File: config.mk
export PLATFORM = sky130hd
export DESIGN_NAME = hazard_forward_unit_flat
export DESIGN_NICKNAME = d
export VERILOG_FILES = /design/src/rtl/hazard_forward_unit_if.sv /design/src/rtl/hazard_forward_unit.sv /design/src/flat_wrapper.sv
export SDC_FILE = /design/constraint.sdc
export NUM_CORES = 1
export LEC_CHECK = 0
export CAP_MARGIN = 20
export CORE_AREA = 10 10 60 50
export DETAILED_ROUTE_END_ITERATION = 8
export DIE_AREA = 0 0 70 60
export HOLD_SLACK_MARGIN = 0.03
export PLACE_DENSITY = 0.71
export SETUP_SLACK_MARGIN = 0.02
export SLEW_MARGIN = 15
export SYNTH_ARGS = -nofsm -noshare
export SYNTH_HDL_FRONTEND = slang
export SYNTH_SLANG_ARGS = --single-unit
File: constraint.sdc
create_clock -name clk -period 2.31 [get_ports clk]
set_clock_uncertainty 0.15 [all_clocks]
set_input_delay 0.462 -clock clk [delete_from_list [all_inputs] [get_ports clk]]
set_output_delay 0.462 -clock clk [all_outputs]
set_load 0.02 [all_outputs]
File: src/rtl/hazard_forward_unit_if.sv
// ---------------------------------------------------------------------------
// hazard_forward_unit_if
//   Bundles the ID-stage hazard inputs and the EX-stage forwarding/flush
//   outputs that pass between the pipeline and hazard_forward_unit.
//
//   Parameters:
//     RA_W          register-address width (must match the unit's RA_W)
//
//   Signals (direction as seen by the hazard unit, modport slave):
//     id_rs1/id_rs2       in   source registers of the instruction in ID
//     id_use_rs1/2        in   instruction in ID actually reads rs1/rs2
//     id_rd, id_regwrite  in   destination of the instruction in ID
//     id_memread          in   instruction in ID is a load
//     branch_taken        in   registered branch_taken from Execute
//     forwardA/forwardB   out  EX operand selects (00 reg, 10 MEM, 01 WB)
//     stall               out  load-use stall (combinational)
//     flush               out  squash younger instructions (registered)
//     stall_count         out  saturating stall-cycle count  (HAZARD_STATS_EN)
//     flush_count         out  saturating flush-entry count  (HAZARD_STATS_EN)
//
//   Optional feature macro: HAZARD_STATS_EN
// ---------------------------------------------------------------------------
interface hazard_forward_unit_if #(
  parameter int unsigned RA_W = 3
);
  logic [RA_W-1:0] id_rs1;
  logic [RA_W-1:0] id_rs2;
  logic            id_use_rs1;
  logic            id_use_rs2;
  logic [RA_W-1:0] id_rd;
  logic            id_regwrite;
  logic            id_memread;
  logic            branch_taken;
  logic [1:0]      forwardA;
  logic [1:0]      forwardB;
  logic            stall;
  logic            flush;
`ifdef HAZARD_STATS_EN
  logic [15:0]     stall_count;
  logic [15:0]     flush_count;
`endif

`ifdef HAZARD_STATS_EN
  // Pipeline side: presents ID fields, consumes hazard decisions.
  modport master (
    output id_rs1, id_rs2, id_use_rs1, id_use_rs2,
    output id_rd, id_regwrite, id_memread, branch_taken,
    input  forwardA, forwardB, stall, flush,
    input  stall_count, flush_count
  );

  // Hazard unit side.
  modport slave (
    input  id_rs1, id_rs2, id_use_rs1, id_use_rs2,
    input  id_rd, id_regwrite, id_memread, branch_taken,
    output forwardA, forwardB, stall, flush,
    output stall_count, flush_count
  );
`else
  // Pipeline side: presents ID fields, consumes hazard decisions.
  modport master (
    output id_rs1, id_rs2, id_use_rs1, id_use_rs2,
    output id_rd, id_regwrite, id_memread, branch_taken,
    input  forwardA, forwardB, stall, flush
  );

  // Hazard unit side.
  modport slave (
    input  id_rs1, id_rs2, id_use_rs1, id_use_rs2,
    input  id_rd, id_regwrite, id_memread, branch_taken,
    output forwardA, forwardB, stall, flush
  );
`endif

endinterface : hazard_forward_unit_if

File: src/rtl/hazard_forward_unit.sv
// ---------------------------------------------------------------------------
// hazard_forward_unit
//   Hazard detection and operand forwarding for the EX stage of the 8-bit
//   pipelined core. Keeps a shadow of the destination-register info of the
//   instructions in EX and MEM, compares the instruction in ID against it and
//   registers forwardA/forwardB so they are valid during that instruction's
//   EX cycle. Also raises the load-use stall and the post-branch flush.
//
//   Parameters:
//     RA_W         register-address width (r0 is hard-wired zero)
//     FLUSH_DEPTH  cycles flush is held after a taken branch (1..7)
//
//   Ports:
//     clk    in  rising-edge clock
//     reset  in  asynchronous, active-high reset
//     bus    hazard_forward_unit_if.slave (ID fields in, forward/stall/flush
//            out, plus stall_count/flush_count when HAZARD_STATS_EN is set)
//
//   Optional feature macro: HAZARD_STATS_EN (saturating 16-bit stall/flush
//   event counters). Forwarding, stall and flush behaviour are identical with
//   or without it.
// ---------------------------------------------------------------------------
module hazard_forward_unit #(
  parameter int unsigned RA_W        = 3,
  parameter int unsigned FLUSH_DEPTH = 2
) (
  input  logic                clk,
  input  logic                reset,
  hazard_forward_unit_if.slave bus
);

  localparam int unsigned CNT_W = 3;

  localparam logic [1:0] FWD_REG = 2'b00;
  localparam logic [1:0] FWD_MEM = 2'b10;
  localparam logic [1:0] FWD_WB  = 2'b01;

  typedef enum logic {
    S_RUN,
    S_FLUSH
  } state_t;

  // -------------------------------------------------------------------------
  // State
  // -------------------------------------------------------------------------
  state_t            r_state;
  logic [CNT_W-1:0]  r_cnt;
  logic              r_flush;

  // Shadow of the instruction currently in EX.
  logic [RA_W-1:0]   r_ex_rd;
  logic              r_ex_we;
  logic              r_ex_ld;

  // Shadow of the instruction currently in MEM.
  logic [RA_W-1:0]   r_mem_rd;
  logic              r_mem_we;

  logic [1:0]        r_fwd_a;
  logic [1:0]        r_fwd_b;

  logic              w_stall;
  logic              w_bubble;
  logic              w_enter_flush;
  logic              w_hit_rs1;
  logic              w_hit_rs2;
  logic [1:0]        w_fwd_a;
  logic [1:0]        w_fwd_b;

  // -------------------------------------------------------------------------
  // Forward select for one source operand. The EX-stage producer is checked
  // first: it is the younger writer, so its value must win over MEM.
  // -------------------------------------------------------------------------
  function automatic logic [1:0] fwd_sel(
    input logic [RA_W-1:0] src,
    input logic            use_src,
    input logic            ex_we,
    input logic [RA_W-1:0] ex_rd,
    input logic            mem_we,
    input logic [RA_W-1:0] mem_rd
  );
    logic [1:0] sel;
    sel = FWD_REG;
    if (use_src && (src != '0)) begin
      if (ex_we && (ex_rd == src)) begin
        sel = FWD_MEM;
      end else if (mem_we && (mem_rd == src)) begin
        sel = FWD_WB;
      end
    end
    return sel;
  endfunction

  // -------------------------------------------------------------------------
  // Combinational hazard decisions
  // -------------------------------------------------------------------------
  always_comb begin
    w_hit_rs1 = 1'b0;
    w_hit_rs2 = 1'b0;
    w_stall   = 1'b0;

    w_hit_rs1 = bus.id_use_rs1 && (bus.id_rs1 == r_ex_rd);
    w_hit_rs2 = bus.id_use_rs2 && (bus.id_rs2 == r_ex_rd);

    // Flush dominates: no stall is raised while squashing.
    w_stall = (r_state == S_RUN) && !r_flush &&
              r_ex_ld && r_ex_we && (r_ex_rd != '0) &&
              (w_hit_rs1 || w_hit_rs2);
  end

  always_comb begin
    w_fwd_a = FWD_REG;
    w_fwd_b = FWD_REG;
    w_fwd_a = fwd_sel(bus.id_rs1, bus.id_use_rs1,
                      r_ex_we, r_ex_rd, r_mem_we, r_mem_rd);
    w_fwd_b = fwd_sel(bus.id_rs2, bus.id_use_rs2,
                      r_ex_we, r_ex_rd, r_mem_we, r_mem_rd);
  end

  // A bubble enters EX whenever ID is held (stall) or being squashed (flush).
  assign w_bubble      = w_stall || r_flush;
  assign w_enter_flush = (r_state == S_RUN) && bus.branch_taken;

  // -------------------------------------------------------------------------
  // Shadow pipeline and registered forwarding selects
  // -------------------------------------------------------------------------
  always_ff @(posedge clk or posedge reset) begin
    if (reset) begin
      r_ex_rd  <= '0;
      r_ex_we  <= 1'b0;
      r_ex_ld  <= 1'b0;
      r_mem_rd <= '0;
      r_mem_we <= 1'b0;
      r_fwd_a  <= FWD_REG;
      r_fwd_b  <= FWD_REG;
    end else begin
      r_mem_rd <= r_ex_rd;
      r_mem_we <= r_ex_we;
      if (w_bubble) begin
        r_ex_rd <= bus.id_rd;
        r_ex_we <= 1'b0;
        r_ex_ld <= 1'b0;
        r_fwd_a <= FWD_REG;
        r_fwd_b <= FWD_REG;
      end else begin
        r_ex_rd <= bus.id_rd;
        r_ex_we <= bus.id_regwrite;
        r_ex_ld <= bus.id_memread;
        r_fwd_a <= w_fwd_a;
        r_fwd_b <= w_fwd_b;
      end
    end
  end

  // -------------------------------------------------------------------------
  // Branch flush FSM. flush is registered here; the counter runs from
  // FLUSH_DEPTH-1 down to 0 so flush stays high exactly FLUSH_DEPTH cycles.
  // branch_taken is only sampled in RUN, so a flush cannot be extended.
  // -------------------------------------------------------------------------
  always_ff @(posedge clk or posedge reset) begin
    if (reset) begin
      r_state <= S_RUN;
      r_cnt   <= '0;
      r_flush <= 1'b0;
    end else begin
      case (r_state)
        S_RUN: begin
          if (w_enter_flush) begin
            r_state <= S_FLUSH;
            r_cnt   <= CNT_W'(FLUSH_DEPTH - 1);
            r_flush <= 1'b1;
          end
        end
        S_FLUSH: begin
          if (r_cnt == '0) begin
            r_state <= S_RUN;
            r_flush <= 1'b0;
          end else begin
            r_cnt   <= r_cnt - CNT_W'(1);
            r_flush <= 1'b1;
          end
        end
        default: begin
          r_state <= S_RUN;
          r_cnt   <= '0;
          r_flush <= 1'b0;
        end
      endcase
    end
  end

  // -------------------------------------------------------------------------
  // Optional event counters
  // -------------------------------------------------------------------------
`ifdef HAZARD_STATS_EN
  logic [15:0] r_stall_count;
  logic [15:0] r_flush_count;

  always_ff @(posedge clk or posedge reset) begin
    if (reset) begin
      r_stall_count <= '0;
      r_flush_count <= '0;
    end else begin
      if (w_stall && (r_stall_count != '1)) begin
        r_stall_count <= r_stall_count + 16'd1;
      end
      if (w_enter_flush && (r_flush_count != '1)) begin
        r_flush_count <= r_flush_count + 16'd1;
      end
    end
  end

  assign bus.stall_count = r_stall_count;
  assign bus.flush_count = r_flush_count;
`endif

  // -------------------------------------------------------------------------
  // Outputs
  // -------------------------------------------------------------------------
  assign bus.forwardA = r_fwd_a;
  assign bus.forwardB = r_fwd_b;
  assign bus.stall    = w_stall;
  assign bus.flush    = r_flush;

endmodule : hazard_forward_unit

File: src/flat_wrapper.sv
// flat-port wrapper written by rule: the top's interface ports become plain ports
module hazard_forward_unit_flat 
#(
  parameter int unsigned RA_W        = 3,
  parameter int unsigned FLUSH_DEPTH = 2
)
  (clk, reset, bus_id_rs1, bus_id_rs2, bus_id_use_rs1, bus_id_use_rs2, bus_id_rd, bus_id_regwrite, bus_id_memread, bus_branch_taken, bus_forwardA, bus_forwardB, bus_stall, bus_flush);
  hazard_forward_unit_if #(.RA_W(RA_W)) bus_i ();
  input  logic clk;
  input  logic reset;
  input wire logic [$bits(bus_i.id_rs1)-1:0] bus_id_rs1;
  input wire logic [$bits(bus_i.id_rs2)-1:0] bus_id_rs2;
  input wire logic [$bits(bus_i.id_use_rs1)-1:0] bus_id_use_rs1;
  input wire logic [$bits(bus_i.id_use_rs2)-1:0] bus_id_use_rs2;
  input wire logic [$bits(bus_i.id_rd)-1:0] bus_id_rd;
  input wire logic [$bits(bus_i.id_regwrite)-1:0] bus_id_regwrite;
  input wire logic [$bits(bus_i.id_memread)-1:0] bus_id_memread;
  input wire logic [$bits(bus_i.branch_taken)-1:0] bus_branch_taken;
  output wire logic [$bits(bus_i.forwardA)-1:0] bus_forwardA;
  output wire logic [$bits(bus_i.forwardB)-1:0] bus_forwardB;
  output wire logic [$bits(bus_i.stall)-1:0] bus_stall;
  output wire logic [$bits(bus_i.flush)-1:0] bus_flush;
  assign bus_i.id_rs1 = bus_id_rs1;
  assign bus_i.id_rs2 = bus_id_rs2;
  assign bus_i.id_use_rs1 = bus_id_use_rs1;
  assign bus_i.id_use_rs2 = bus_id_use_rs2;
  assign bus_i.id_rd = bus_id_rd;
  assign bus_i.id_regwrite = bus_id_regwrite;
  assign bus_i.id_memread = bus_id_memread;
  assign bus_i.branch_taken = bus_branch_taken;
  assign bus_forwardA = bus_i.forwardA;
  assign bus_forwardB = bus_i.forwardB;
  assign bus_stall = bus_i.stall;
  assign bus_flush = bus_i.flush;
  hazard_forward_unit #(.RA_W(RA_W), .FLUSH_DEPTH(FLUSH_DEPTH)) u_core (.clk(clk), .reset(reset), .bus(bus_i));
endmodule
==> impl_metrics.py <==
metrics = {
    "floorplanning": {
        "core-area_mm2": 0.001892,
        "top_level_ports": 22,
        "fp.dieArea_mm2": 0.004200,
        "num_rows": 14,
        "start_util": 0.4332,
        "fp.dieH_um": 60,
        "fp.dieW_um": 70,
    },
    "logic_synthesis": {
        "synth_top_area_frac": 0.5496,
        "synth_cells": 69,
        "synth_fp_nets": 87,
        "ys_top_cells_by_area": "dfrtp_1, xnor2_1, xor2_1",
        "synth.most_common_cell": "dfrtp_1",
        "seq_area_frac_synth": 0.5496,
        "synth_flop_cell": "dfrtp_1",
        "netlist_area_um2": 819.5,
        "synthTopCellsByCount": "dfrtp_1, xnor2_1, inv_1",
        "syn_avg_cell_area_um2": 11.88,
        "synth_edf_count": 0,
        "async_flop_share": 1.000,
        "ys_seq_elements": 18,
        "yosysTopAreaCell": "dfrtp_1",
        "yosys_warnings": 0,
        "synth.distinct_cells": 21,
    },
    "clock_network": {
        "cts_root_buf": "clkbuf_4",
        "clkTransAtPathRegs_ns": 0.10,
        "cts.sinks": 18,
        "cts_buffers": 3,
        "cts_tree": "done",
        "clockBufferDepth": 2,
        "h-tree-depth": 1,
        "clkLatencyLatePin_ns": 0.28,
    },
    "layout": {
        "drive_gt1_frac": 0.2920,
        "final_area_mm2": 0.001285,
        "diodes": 0,
        "syn_to_final_growth_pct": 56.79,
        "multiInputGateArea_um2": 384.1,
        "nFillCells": 156,
        "seq_area_um2": 450.4,
        "fin_nets": 132,
    },
    "worst_setup_path": {
        "critical_path_peak_fanout": 2,
        "worst_path_dominant_cell_family": "buffers and inverters",
        "start_kind": "input port",
        "r2r-start": "u_core.bus.flush$_DFFE_PP0P_",
        "slowest_delay_ns": 0.55,
        "critPathRequiredTime_ns": 1.70,
        "reg2regPathDepth": 6,
        "r2r_end": "u_core.bus.forwardB[1]$_DFF_PP0_",
        "cp-end-kind": "output pin",
        "cpMaxStageDelayCell": "clkdlybuf4s50_1",
        "regToRegSetupSlack_ns": 0.55,
        "critical_path_buf_inv_count": 2,
        "crit_arrival_ns": 1.61,
        "critPathKind": "input port to output pin",
        "path_cells": "clkdlybuf4s50_1 -> xnor2_2 -> nand4_1 -> a21oi_4 -> buf_6",
    },
    "min_path": {
        "hp-start": "u_core.r_ex_rd[2]$_DFF_PP0_",
        "whs_path_depth": 0,
        "hold_path_class": "flop to flop",
        "holdPathEnd": "u_core.r_mem_rd[2]$_DFF_PP0_",
    },
    "sta": {
        "rsz0062_at_grt": "no",
        "drv_slew": 0,
        "final.setup.worst_slack_ns": 0.08748,
        "finalCritPeriodShare": 0.9621,
        "finalSetupTns_ns": 0,
        "relSlewSlack": 0.5526,
        "min_period_ns": 2.223,
        "hold_viol_final": 0,
        "worst_pin_slew_ns": 0.6704,
        "max_freq_ghz": 0.4499,
        "setup_violations": 0,
    },
    "place": {
        "io_buffers": 21,
        "placed_area_mm2": 0.001195,
        "place_ws_ns": -0.4407,
        "hpwl_mm": 1.574,
        "routabilityCongestion": 0.7661,
    },
    "flow_run": {
        "cap_violations": 0,
    },
    "global_route": {
        "overflow": 0,
        "grt_pass1_wl_mm": 3.215,
        "grt_max_degree": 19,
        "grt_usage": 0.09325,
        "grt_antenna_before_repair": 0,
        "grt_pass1_vias": 689,
    },
    "routing": {
        "vias": 659,
        "wl_mm": 1.923,
        "drc": 0,
        "via_per_inst": 4.810,
        "drtAntennaViolNets": 0,
        "initialDrtViolationCount": 25,
        "post_drt_wl_per_cell_um": 14.04,
        "dr.pass1.iters": 4,
    },
    "power": {
        "irDropWorstVdd_mv": 0.4958,
        "totalPowerFinal_w": 0.0009017,
        "power.leakage_nw": 0.5941,
        "power.density_mw_per_mm2": 701.8,
    },
    "run_status": {
        "outcome": "finished, final reports clean",
    },
}
kinds of logic after synthesis:
family / synth area share
mux: 0.01221
compound gates: 0.09009
flops: 0.5496
buf+inv: 0.02748
xor+xnor: 0.1282
fa+ha+maj: 0.03053
simple gates: 0.1618
sequential cells by signal, summed over array words and instances, names as in the netlist:
register	flops
u_core.r_cnt	3
u_core.r_ex_rd	3
u_core.r_mem_rd	3
u_core.bus.forwardA	2
u_core.bus.forwardB	2
u_core.bus.flush	1
u_core.r_ex_ld	1
u_core.r_ex_we	1
u_core.r_mem_we	1
u_core.r_state	1
routing by layer:
metal | vias up | track usage | routed length (um)
met5 | - | 0 | 0
met4 | 0 | 0.02247 | 22
met3 | 4 | 0.03642 | 144
met2 | 23 | 0.1497 | 851
met1 | 296 | 0.1153 | 904
li1 | 336 | - | -
where the power goes:
group	switching, W	total [W]	internal, W
logic	0.000152	0.000319	0.000167
clock network	0.0000923	0.000188	0.0000959
registers	0.0000252	0.000395	0.000370
total	0.000269	0.000902	0.000633
layout by cell type (no fill, tap or decap):
cell | netlist | layout
buf_6 | 0 | 1
clkbuf_4 | 0 | 3
clkdlybuf4s50_1 | 0 | 17
nand2b_1 | 1 | 1
o31a_2 | 1 | 1
nor4_1 | 2 | 2
nand2_1 | 3 | 3
a21oi_4 | 1 | 1
nand4_1 | 4 | 4
xnor2_2 | 0 | 5
nor3_1 | 5 | 5
o2111ai_1 | 1 | 1
dlymetal6s2s_1 | 0 | 3
nand3_1 | 2 | 2
xor2_1 | 4 | 4
o31ai_1 | 3 | 3
mux2i_1 | 1 | 1
clkbuf_8 | 0 | 1
or4b_4 | 1 | 1
ha_1 | 2 | 2
buf_4 | 0 | 19
o22ai_1 | 1 | 1
dfrtp_1 | 18 | 18
inv_1 | 6 | 6
xnor2_1 | 8 | 3
nor3b_1 | 2 | 2
nand2b_4 | 1 | 1
o21ai_0 | 2 | 2
worst reg2reg max path: stages (launching register included):
cell,delay [ns]
dfrtp_1,0.39
nand2b_4,0.14
or4b_4,0.51
a21oi_4,0.14
buf_4,0.12
buf_4,0.13
nor4_1,0.05
area by class of cell:
| cell class | instances | share of cell area |
|---|---|---|
| sequential | 18 | 0.3505 |
| tap | 24 | 0.02337 |
| timing repair buffer | 40 | 0.2814 |
| clock buffer | 4 | 0.02824 |
| multi-input combinational | 45 | 0.2989 |
| inverter | 6 | 0.01753 |
per-stage QoR:
step,util,hold WS (ns),std cells
2_1_floorplan,-,0.2506,69
3_3_place_gp,0.6316,0.2406,132
3_5_place_dp,0.6316,0.2420,132
4_1_cts,0.6481,0.2657,136
5_1_grt,0.6792,0.2743,137
6_report,0.6792,0.2646,137
worst max-delay path by stage:
stage	start	cells past startpoint	slack (ns)	to
2_1_floorplan	u_core.bus.flush$_DFFE_PP0P_	3	0.29	bus_stall
6_report	bus_id_rs2[2]	5	0.09	bus_stall
5_1_grt	bus_id_rs2[0]	5	0.01	bus_stall
3_3_place_gp	bus_id_rs1[2]	5	-0.39	bus_stall
4_1_cts	bus_id_rs2[2]	5	0.02	bus_stall
3_5_place_dp	bus_id_rs2[2]	5	-0.44	bus_stall
timing repair:
item | CTS | global route
resized for setup | 4 | 10
pin swaps | 2 | 3
setup endpoints to repair | 1 | 1
hold buffers | 0 | 0
buffers inserted | 0 | 1
endpoints found under the hold margin | 0 | 0
cloned | 0 | 0
No activity file was read; power rests on OpenSTA's default activity.
